File: src/rtl/vjtag_pkg.sv
// Shared definitions for the virtual-JTAG register sequencer: opcode values,
// scan FSM encoding and default widths.
package vjtag_pkg;

    localparam int DEF_IR_W = 2;
    localparam int DEF_DW   = 8;
    localparam int DEF_NREG = 4;

    // Virtual IR opcodes (only the two low IR bits are decoded)
    typedef enum logic [1:0] {
        OP_BYPASS   = 2'd0,
        OP_SET_ADDR = 2'd1,
        OP_WRITE    = 2'd2,
        OP_READ     = 2'd3
    } opcode_e;

    // Scan sequencer states
    typedef enum logic {
        S_IDLE = 1'b0,
        S_SCAN = 1'b1
    } state_e;

    // Map raw IR bits onto an opcode
    function automatic opcode_e decode_op(input logic [1:0] ir);
        return opcode_e'(ir);
    endfunction

endpackage

File: src/rtl/vjtag_reg_ctrl_if.sv
// JTAG-side bundle between the vjtag hub (master) and the register
// sequencer (slave): IR value, serial data and the virtual TAP state strobes.
interface vjtag_reg_ctrl_if #(
    parameter int IR_W = 2
);
    logic [IR_W-1:0] ir_in;
    logic            tdi;
    logic            v_cdr;
    logic            v_sdr;
    logic            v_udr;
    logic            tdo;

    modport master (
        output ir_in, tdi, v_cdr, v_sdr, v_udr,
        input  tdo
    );

    modport slave (
        input  ir_in, tdi, v_cdr, v_sdr, v_udr,
        output tdo
    );
endinterface

File: src/rtl/vjtag_dr_shift.sv
// DR shift path: parallel-load shift register (LSB first), saturating bit
// counter and a tdo register that always mirrors the current sr[0].
module vjtag_dr_shift #(
    parameter int DW = 8
) (
    input  logic          clk,
    input  logic          rst_n,
    input  logic          capture,
    input  logic [DW-1:0] cap_value,
    input  logic          shift,
    input  logic          tdi,
    output logic          tdo,
    output logic [DW-1:0] data,
    output logic          count_ok
);
    // Counter must hold DW+1 so overlong scans stay distinguishable
    localparam int CW = $clog2(DW + 2);

    logic [DW-1:0] sr_reg;
    logic [DW-1:0] sr_next;
    logic [CW-1:0] count_reg;
    logic          tdo_reg;

    assign sr_next = {tdi, sr_reg[DW-1:1]};

    // Load on capture, shift on sdr; tdo follows the bit that will be presented next
    always_ff @(posedge clk or negedge rst_n) begin
        if (!rst_n) begin
            sr_reg    <= '0;
            count_reg <= '0;
            tdo_reg   <= 1'b0;
        end else if (capture) begin
            sr_reg    <= cap_value;
            count_reg <= '0;
            tdo_reg   <= cap_value[0];
        end else if (shift) begin
            sr_reg  <= sr_next;
            tdo_reg <= sr_next[0];
            if (count_reg != CW'(DW + 1)) begin
                count_reg <= count_reg + CW'(1);
            end
        end
    end

    assign tdo      = tdo_reg;
    assign data     = sr_reg;
    assign count_ok = (count_reg == CW'(DW));

endmodule

File: src/rtl/vjtag_reg_ctrl.sv
// Virtual-JTAG register sequencer: latches the IR opcode at capture, runs the
// DR scan through vjtag_dr_shift and commits full-length scans into a small
// register file. Short/long scans on non-BYPASS opcodes set a sticky err.
// Optional build macro VJTAG_AUTO_INC_EN: advance addr after every committed
// WRITE or completed READ so consecutive scans stream through the registers.
module vjtag_reg_ctrl
    import vjtag_pkg::*;
#(
    parameter int IR_W = DEF_IR_W,
    parameter int DW   = DEF_DW,
    parameter int NREG = DEF_NREG,
    parameter int AW   = $clog2(NREG)
) (
    input  logic               tck,
    input  logic               rst_n,
    vjtag_reg_ctrl_if.slave    jtag,
    input  logic [DW-1:0]      status_in,
    output logic [NREG*DW-1:0] regs_out,
    output logic               wr_stb,
    output logic [AW-1:0]      wr_addr,
    output logic               err
);

    state_e          state_reg;
    opcode_e         opcode_reg;
    logic [AW-1:0]   addr_reg;
    logic            wr_stb_reg;
    logic [AW-1:0]   wr_addr_reg;
    logic            err_reg;
    logic            byp_reg;

    logic [IR_W-1:0] ir_val;
    opcode_e         ir_op;
    logic [DW-1:0]   cap_value;
    logic [DW-1:0]   sr_data;
    logic            dr_tdo;
    logic            count_ok;
    logic            capture;
    logic            shift_en;
    logic            do_update;
    logic            wr_commit;

    assign ir_val = jtag.ir_in;
    assign ir_op  = decode_op(ir_val[1:0]);

    // Capture always wins; a simultaneous udr is dropped
    assign capture   = jtag.v_cdr;
    assign shift_en  = jtag.v_sdr && !jtag.v_cdr && (state_reg == S_SCAN);
    assign do_update = jtag.v_udr && !jtag.v_cdr && (state_reg == S_SCAN);
    assign wr_commit = do_update && count_ok && (opcode_reg == OP_WRITE);

    // Select the word presented on TDO for the opcode being captured
    always_comb begin
        cap_value = '0;
        case (ir_op)
            OP_READ:     cap_value = sr_read_word(addr_reg);
            OP_SET_ADDR: cap_value = DW'(addr_reg);
            OP_WRITE:    cap_value = status_in;
            default:     cap_value = '0;
        endcase
    end

    vjtag_dr_shift #(
        .DW(DW)
    ) u_dr_shift (
        .clk       (tck),
        .rst_n     (rst_n),
        .capture   (capture),
        .cap_value (cap_value),
        .shift     (shift_en),
        .tdi       (jtag.tdi),
        .tdo       (dr_tdo),
        .data      (sr_data),
        .count_ok  (count_ok)
    );

    // Scan sequencer: opcode latch, address, bypass bit, write strobe and err
    always_ff @(posedge tck or negedge rst_n) begin
        if (!rst_n) begin
            state_reg   <= S_IDLE;
            opcode_reg  <= OP_BYPASS;
            addr_reg    <= '0;
            wr_stb_reg  <= 1'b0;
            wr_addr_reg <= '0;
            err_reg     <= 1'b0;
            byp_reg     <= 1'b0;
        end else begin
            wr_stb_reg <= 1'b0;
            if (capture) begin
                state_reg  <= S_SCAN;
                opcode_reg <= ir_op;
                byp_reg    <= 1'b0;
            end else begin
                if (shift_en) begin
                    byp_reg <= jtag.tdi;
                end
                if (do_update) begin
                    state_reg <= S_IDLE;
                    if (count_ok) begin
                        case (opcode_reg)
                            OP_SET_ADDR: addr_reg <= sr_data[AW-1:0];
                            OP_WRITE: begin
                                wr_stb_reg  <= 1'b1;
                                wr_addr_reg <= addr_reg;
`ifdef VJTAG_AUTO_INC_EN
                                addr_reg    <= addr_reg + AW'(1);
`endif
                            end
                            OP_READ: begin
`ifdef VJTAG_AUTO_INC_EN
                                addr_reg <= addr_reg + AW'(1);
`endif
                            end
                            default: ;
                        endcase
                    end else if (opcode_reg != OP_BYPASS) begin
                        err_reg <= 1'b1;
                    end
                end
            end
        end
    end

    // Register file kept in flops since every word is visible on regs_out
    logic [DW-1:0] regs_view [NREG];

    genvar gi;
    generate
        for (gi = 0; gi < NREG; gi++) begin : g_reg
            logic [DW-1:0] word_reg;

            // Commit a full-length WRITE scan into the addressed word
            always_ff @(posedge tck or negedge rst_n) begin
                if (!rst_n) begin
                    word_reg <= '0;
                end else if (wr_commit && (addr_reg == AW'(gi))) begin
                    word_reg <= sr_data;
                end
            end

            assign regs_view[gi]          = word_reg;
            assign regs_out[gi*DW +: DW]  = word_reg;
        end
    endgenerate

    function automatic logic [DW-1:0] sr_read_word(input logic [AW-1:0] a);
        return regs_view[a];
    endfunction

    assign jtag.tdo = (opcode_reg == OP_BYPASS) ? byp_reg : dr_tdo;
    assign wr_stb   = wr_stb_reg;
    assign wr_addr  = wr_addr_reg;
    assign err      = err_reg;

endmodule

File: src/flat_wrapper.sv
// flat-port wrapper written by rule: the top's interface ports become plain ports
module vjtag_reg_ctrl_flat import vjtag_pkg::*;
#(
    parameter int IR_W = DEF_IR_W,
    parameter int DW   = DEF_DW,
    parameter int NREG = DEF_NREG,
    parameter int AW   = $clog2(NREG)
)
  (tck, rst_n, status_in, regs_out, wr_stb, wr_addr, err, jtag_ir_in, jtag_tdi, jtag_v_cdr, jtag_v_sdr, jtag_v_udr, jtag_tdo);
  vjtag_reg_ctrl_if #(.IR_W(IR_W)) jtag_i ();
  input  logic tck;
  input  logic rst_n;
  input  logic [DW-1:0] status_in;
  output logic [NREG*DW-1:0] regs_out;
  output logic wr_stb;
  output logic [AW-1:0] wr_addr;
  output logic err;
  input wire logic [$bits(jtag_i.ir_in)-1:0] jtag_ir_in;
  input wire logic [$bits(jtag_i.tdi)-1:0] jtag_tdi;
  input wire logic [$bits(jtag_i.v_cdr)-1:0] jtag_v_cdr;
  input wire logic [$bits(jtag_i.v_sdr)-1:0] jtag_v_sdr;
  input wire logic [$bits(jtag_i.v_udr)-1:0] jtag_v_udr;
  output wire logic [$bits(jtag_i.tdo)-1:0] jtag_tdo;
  assign jtag_i.ir_in = jtag_ir_in;
  assign jtag_i.tdi = jtag_tdi;
  assign jtag_i.v_cdr = jtag_v_cdr;
  assign jtag_i.v_sdr = jtag_v_sdr;
  assign jtag_i.v_udr = jtag_v_udr;
  assign jtag_tdo = jtag_i.tdo;
  vjtag_reg_ctrl #(.IR_W(IR_W), .DW(DW), .NREG(NREG), .AW(AW)) u_core (.tck(tck), .rst_n(rst_n), .jtag(jtag_i), .status_in(status_in), .regs_out(regs_out), .wr_stb(wr_stb), .wr_addr(wr_addr), .err(err));
endmodule
File: config.mk
export PLATFORM = sky130hd
export DESIGN_NAME = vjtag_reg_ctrl_flat
export DESIGN_NICKNAME = d
export VERILOG_FILES = /design/src/rtl/vjtag_pkg.sv /design/src/rtl/vjtag_reg_ctrl_if.sv /design/src/rtl/vjtag_dr_shift.sv /design/src/rtl/vjtag_reg_ctrl.sv /design/src/flat_wrapper.sv
export SDC_FILE = /design/constraint.sdc
export NUM_CORES = 1
export LEC_CHECK = 0
export ABC_AREA = 0
export CORE_AREA = 2 2 79 81
export DETAILED_ROUTE_END_ITERATION = 10
export DIE_AREA = 0 0 81 83
export GPL_TIMING_DRIVEN = 0
export PLACE_DENSITY = 0.71
export SLEW_MARGIN = 20
export SYNTH_ARGS = -nofsm -noshare
export SYNTH_HDL_FRONTEND = slang
export SYNTH_HIERARCHICAL = 1
export SYNTH_SLANG_ARGS = --single-unit
File: constraint.sdc
create_clock -name tck -period 1.9 [get_ports tck]
set_clock_uncertainty 0.05 [all_clocks]
set_input_delay 0.57 -clock tck [delete_from_list [all_inputs] [get_ports tck]]
set_output_delay 0.57 -clock tck [all_outputs]
set_load 0.005 [all_outputs]
==> flow_metrics.tcl <==
set metrics [dict create \
    run_status "finished, violations left" \
    violations "negative setup slack" \
    yosysSeqAreaShare_pct 51.5 \
    netlist_area_mm2 0.00262 \
    pwr-share-clk_pct 30.9 \
    worstMarginPinSlew_ps 700 \
    critical_path_arrival_ps 2100 \
    core_mm2 0.00582 \
    htreeDepth 2 \
    p_int_mw 1.52 \
    dp_hpwl_um 3910 \
    slowest_stage "dfrtp_1" \
    cts_tree "built" \
    largest_register_ffs 32 \
    route.antenna.remaining_nets 0 \
    synth_area_leader_cell "dfrtp_1" \
    combPwrFrac_pct 9.9 \
    grt_max_degree 55 \
    routed_wl_um 6010 \
    hp-class "in -> async" \
    synthTopCellsByCount "dfrtp_1, mux2_2, nand2_1" \
    synth-main-ff-cell "dfrtp_1" \
    cts.sinks 54 \
    die_area_mm2 0.00672 \
    power.density_mw_per_mm2 572 \
    grt_usage_pct 19.1 \
    drive_gt1_share_pct 34.8 \
    cp-end-kind "flip-flop" \
    p_leak_nw 1.66 \
    grt_pass1_vias 1845 \
    numPortBuffers 52 \
    grt_pass1_wl_um 9720 \
    period_needed_ps 1950 \
    antenna_found_initial 0 \
    avgViaCountPerCell 5.25 \
    synth_top_cells_by_area "dfrtp_1, mux2_2, mux4_2" \
    critPathKind "reg -> reg" \
    start_util_pct 45.1 \
    design_area_mm2 0.00353 \
    synth_edf_count 0 \
    drv_cap 0 \
    pwr-share-seq_pct 59.2 \
    fp.dieW_um 81 \
    areaGrowthSynthToFinish_pct 34.7 \
    cp_max_fo 8 \
    vdd_drop_max_uv 311 \
    wl_per_cell_um 17.4 \
    syn_nets 215 \
    overflow 0 \
    cts_buffers 5 \
    async_flop_share_pct 100 \
    p_sw_mw 0.496 \
    hold_violations 0 \
    cp.required_ps 2050 \
    post-route-period-util_pct 103 \
    setup_viol 15 \
    clock_path_buffers 2 \
    gp_congestion 0.767 \
    clock.fmax_ghz 0.513 \
    rsz0062_at_grt "true" \
    ys_warn_count 6 \
    switching_share_pct 24.6 \
    dr.pass1.iters 4 \
    fin_nets 289 \
    root_buffer "clkbuf_8" \
    ctsHoldBuffers 0 \
    synth_cell_types 36 \
    fin_util_pct 60.8 \
    synthCells 196 \
    antenna_cells 0 \
    cp_cell_sequence "inv_2 > ha_4 > and3_4 > and4b_2 > nand4b_4 > mux2_4" \
    ios 53 \
    max_slew_margin_pct 53.4 \
    yosysMostFrequentCell "dfrtp_1" \
    synth.avg_cell_area_um2 13.4 \
    row_count 28 \
    place_area_mm2 0.00324 \
    clock_latency_ps 310 \
    yosysTopAreaCellShare_pct 51.5 \
    drc 0 \
    drt_iter0_markers 138 \
    setup_slack_ps -50.0 \
    synth-seq-cells 54 \
    slew_violations 0 \
    vias 1811 \
    path_clk_slew_ps 100 \
    fillerInstances 511 \
    startpoint_type "flip-flop" \
    die_y_um 83 \
    crit_path_max_incr_delay_ps 400 \
]
## layer usage
layer | wire (um) | GRT usage (%) | share of wire (%)
met5 | 0 | 0 | 0
met4 | 55 | 5.08 | 0.92
met3 | 253 | 4.46 | 4.2
met2 | 2880 | 29.5 | 48
met1 | 2810 | 27.2 | 47
## timing repair
| item | CTS | global route |
|---|---|---|
| cloned | 0 | 0 |
| hold endpoints to repair | 0 | 0 |
| pin swaps | 4 | 2 |
| buffers inserted | 13 | 3 |
| resized for setup | 22 | 6 |
| endpoints found under the setup margin | 39 | 43 |
## cell usage in the layout (no fill, tap or decap), types with 2 or more instances in the layout
master,netlist,layout
a21oi_1,2,2
a22o_1,6,6
buf_2,3,2
buf_4,1,17
buf_6,1,3
clkbuf_1,3,3
clkbuf_8,1,6
clkdlybuf4s50_1,0,48
dfrtp_1,54,54
dlygate4sd2_1,0,2
ha_1,3,2
inv_1,6,4
inv_2,0,2
mux2_2,42,32
mux2_4,0,10
mux2i_1,9,9
mux4_2,7,7
nand2_1,15,15
nand2b_1,3,3
nand3_1,2,2
nand4b_4,1,3
nor2_1,7,6
nor2b_1,2,2
o21ai_0,11,11
## stage by stage
| stage | setup slack [ps] | hold slack (ps) | power (mW) | TNS, ps | std cells |
|---|---|---|---|---|---|
| final | -50.0 | 242 | 2.02 | -201 | 345 |
| after floorplan | 0.546 | 224 | 1.29 | 0 | 196 |
| after global routing | -91.7 | 288 | 2.12 | -1280 | 345 |
| after CTS | -51.4 | 274 | 2.03 | -672 | 342 |
| after global placement | -1480 | 398 | 1.38 | -105370 | 323 |
| after detailed placement | -777 | 402 | 1.38 | -25500 | 323 |
## power groups by stage
| stage | combinational [mW] | clock (mW) | sequential [mW] |
|---|---|---|---|
| 2_1_floorplan | 0.0752 | 0 | 1.21 |
| 3_3_place_gp | 0.155 | 0 | 1.22 |
| 3_5_place_dp | 0.156 | 0 | 1.22 |
| 4_1_cts | 0.193 | 0.638 | 1.20 |
| 5_1_grt | 0.222 | 0.694 | 1.20 |
| 6_report | 0.200 | 0.624 | 1.20 |
## final timing paths
check,end,startpoint,slack (ps),cells after the start
worst max-delay path,u_core/g_reg[2].word_reg[2],u_core/u_dr_shift/count_reg[1],-50,6
worst max register to register,u_core/g_reg[2].word_reg[2],u_core/u_dr_shift/count_reg[1],-50,6
worst min-delay path,u_core/u_dr_shift/count_reg[3],rst_n,240,1
min in group tck,u_core/err,u_core/err,420,1
worst min register to register,u_core/err,u_core/err,420,1
max in group asynchronous,u_core/addr_reg[1],rst_n,1080,1
## kinds of logic (layout without fill, tap and decap cells)
| group | count (synthesis) | count (layout) | share of synthesized area, % |
|---|---|---|---|
| buffers and inverters | 16 | 90 | 3.24 |
| AOI/OAI and AO/OA | 23 | 23 | 5.82 |
| adders and majority gates | 3 | 3 | 1.43 |
| and+or+nand+nor | 41 | 41 | 10.2 |
| DFF | 54 | 54 | 51.5 |
| muxes | 58 | 58 | 27.5 |
| xor gates and xnor gates | 1 | 1 | 0.334 |
## cell type report
type	count	area (um2)	area share [%]
Sequential cell	54	1350	38.2
Multi-Input combinational cell	126	1270	36.0
Timing Repair Buffer	68	649	18.4
Tap cell	75	93.8	2.65
Clock buffer	6	72.6	2.05
Buffer	9	66.3	1.88
Inverter	6	22.5	0.637
Clock inverter	1	7.51	0.212
## worst max-delay path: cells and delay by family (launching register included)
| family | cells | cell delay, ps |
|---|---|---|
| fa+ha+maj | 1 | 120 |
| flops | 1 | 400 |
| buf+inv | 1 | 80 |
| simple gates | 3 | 800 |
| mux | 1 | 370 |
Power figures use the tool's default switching activity.
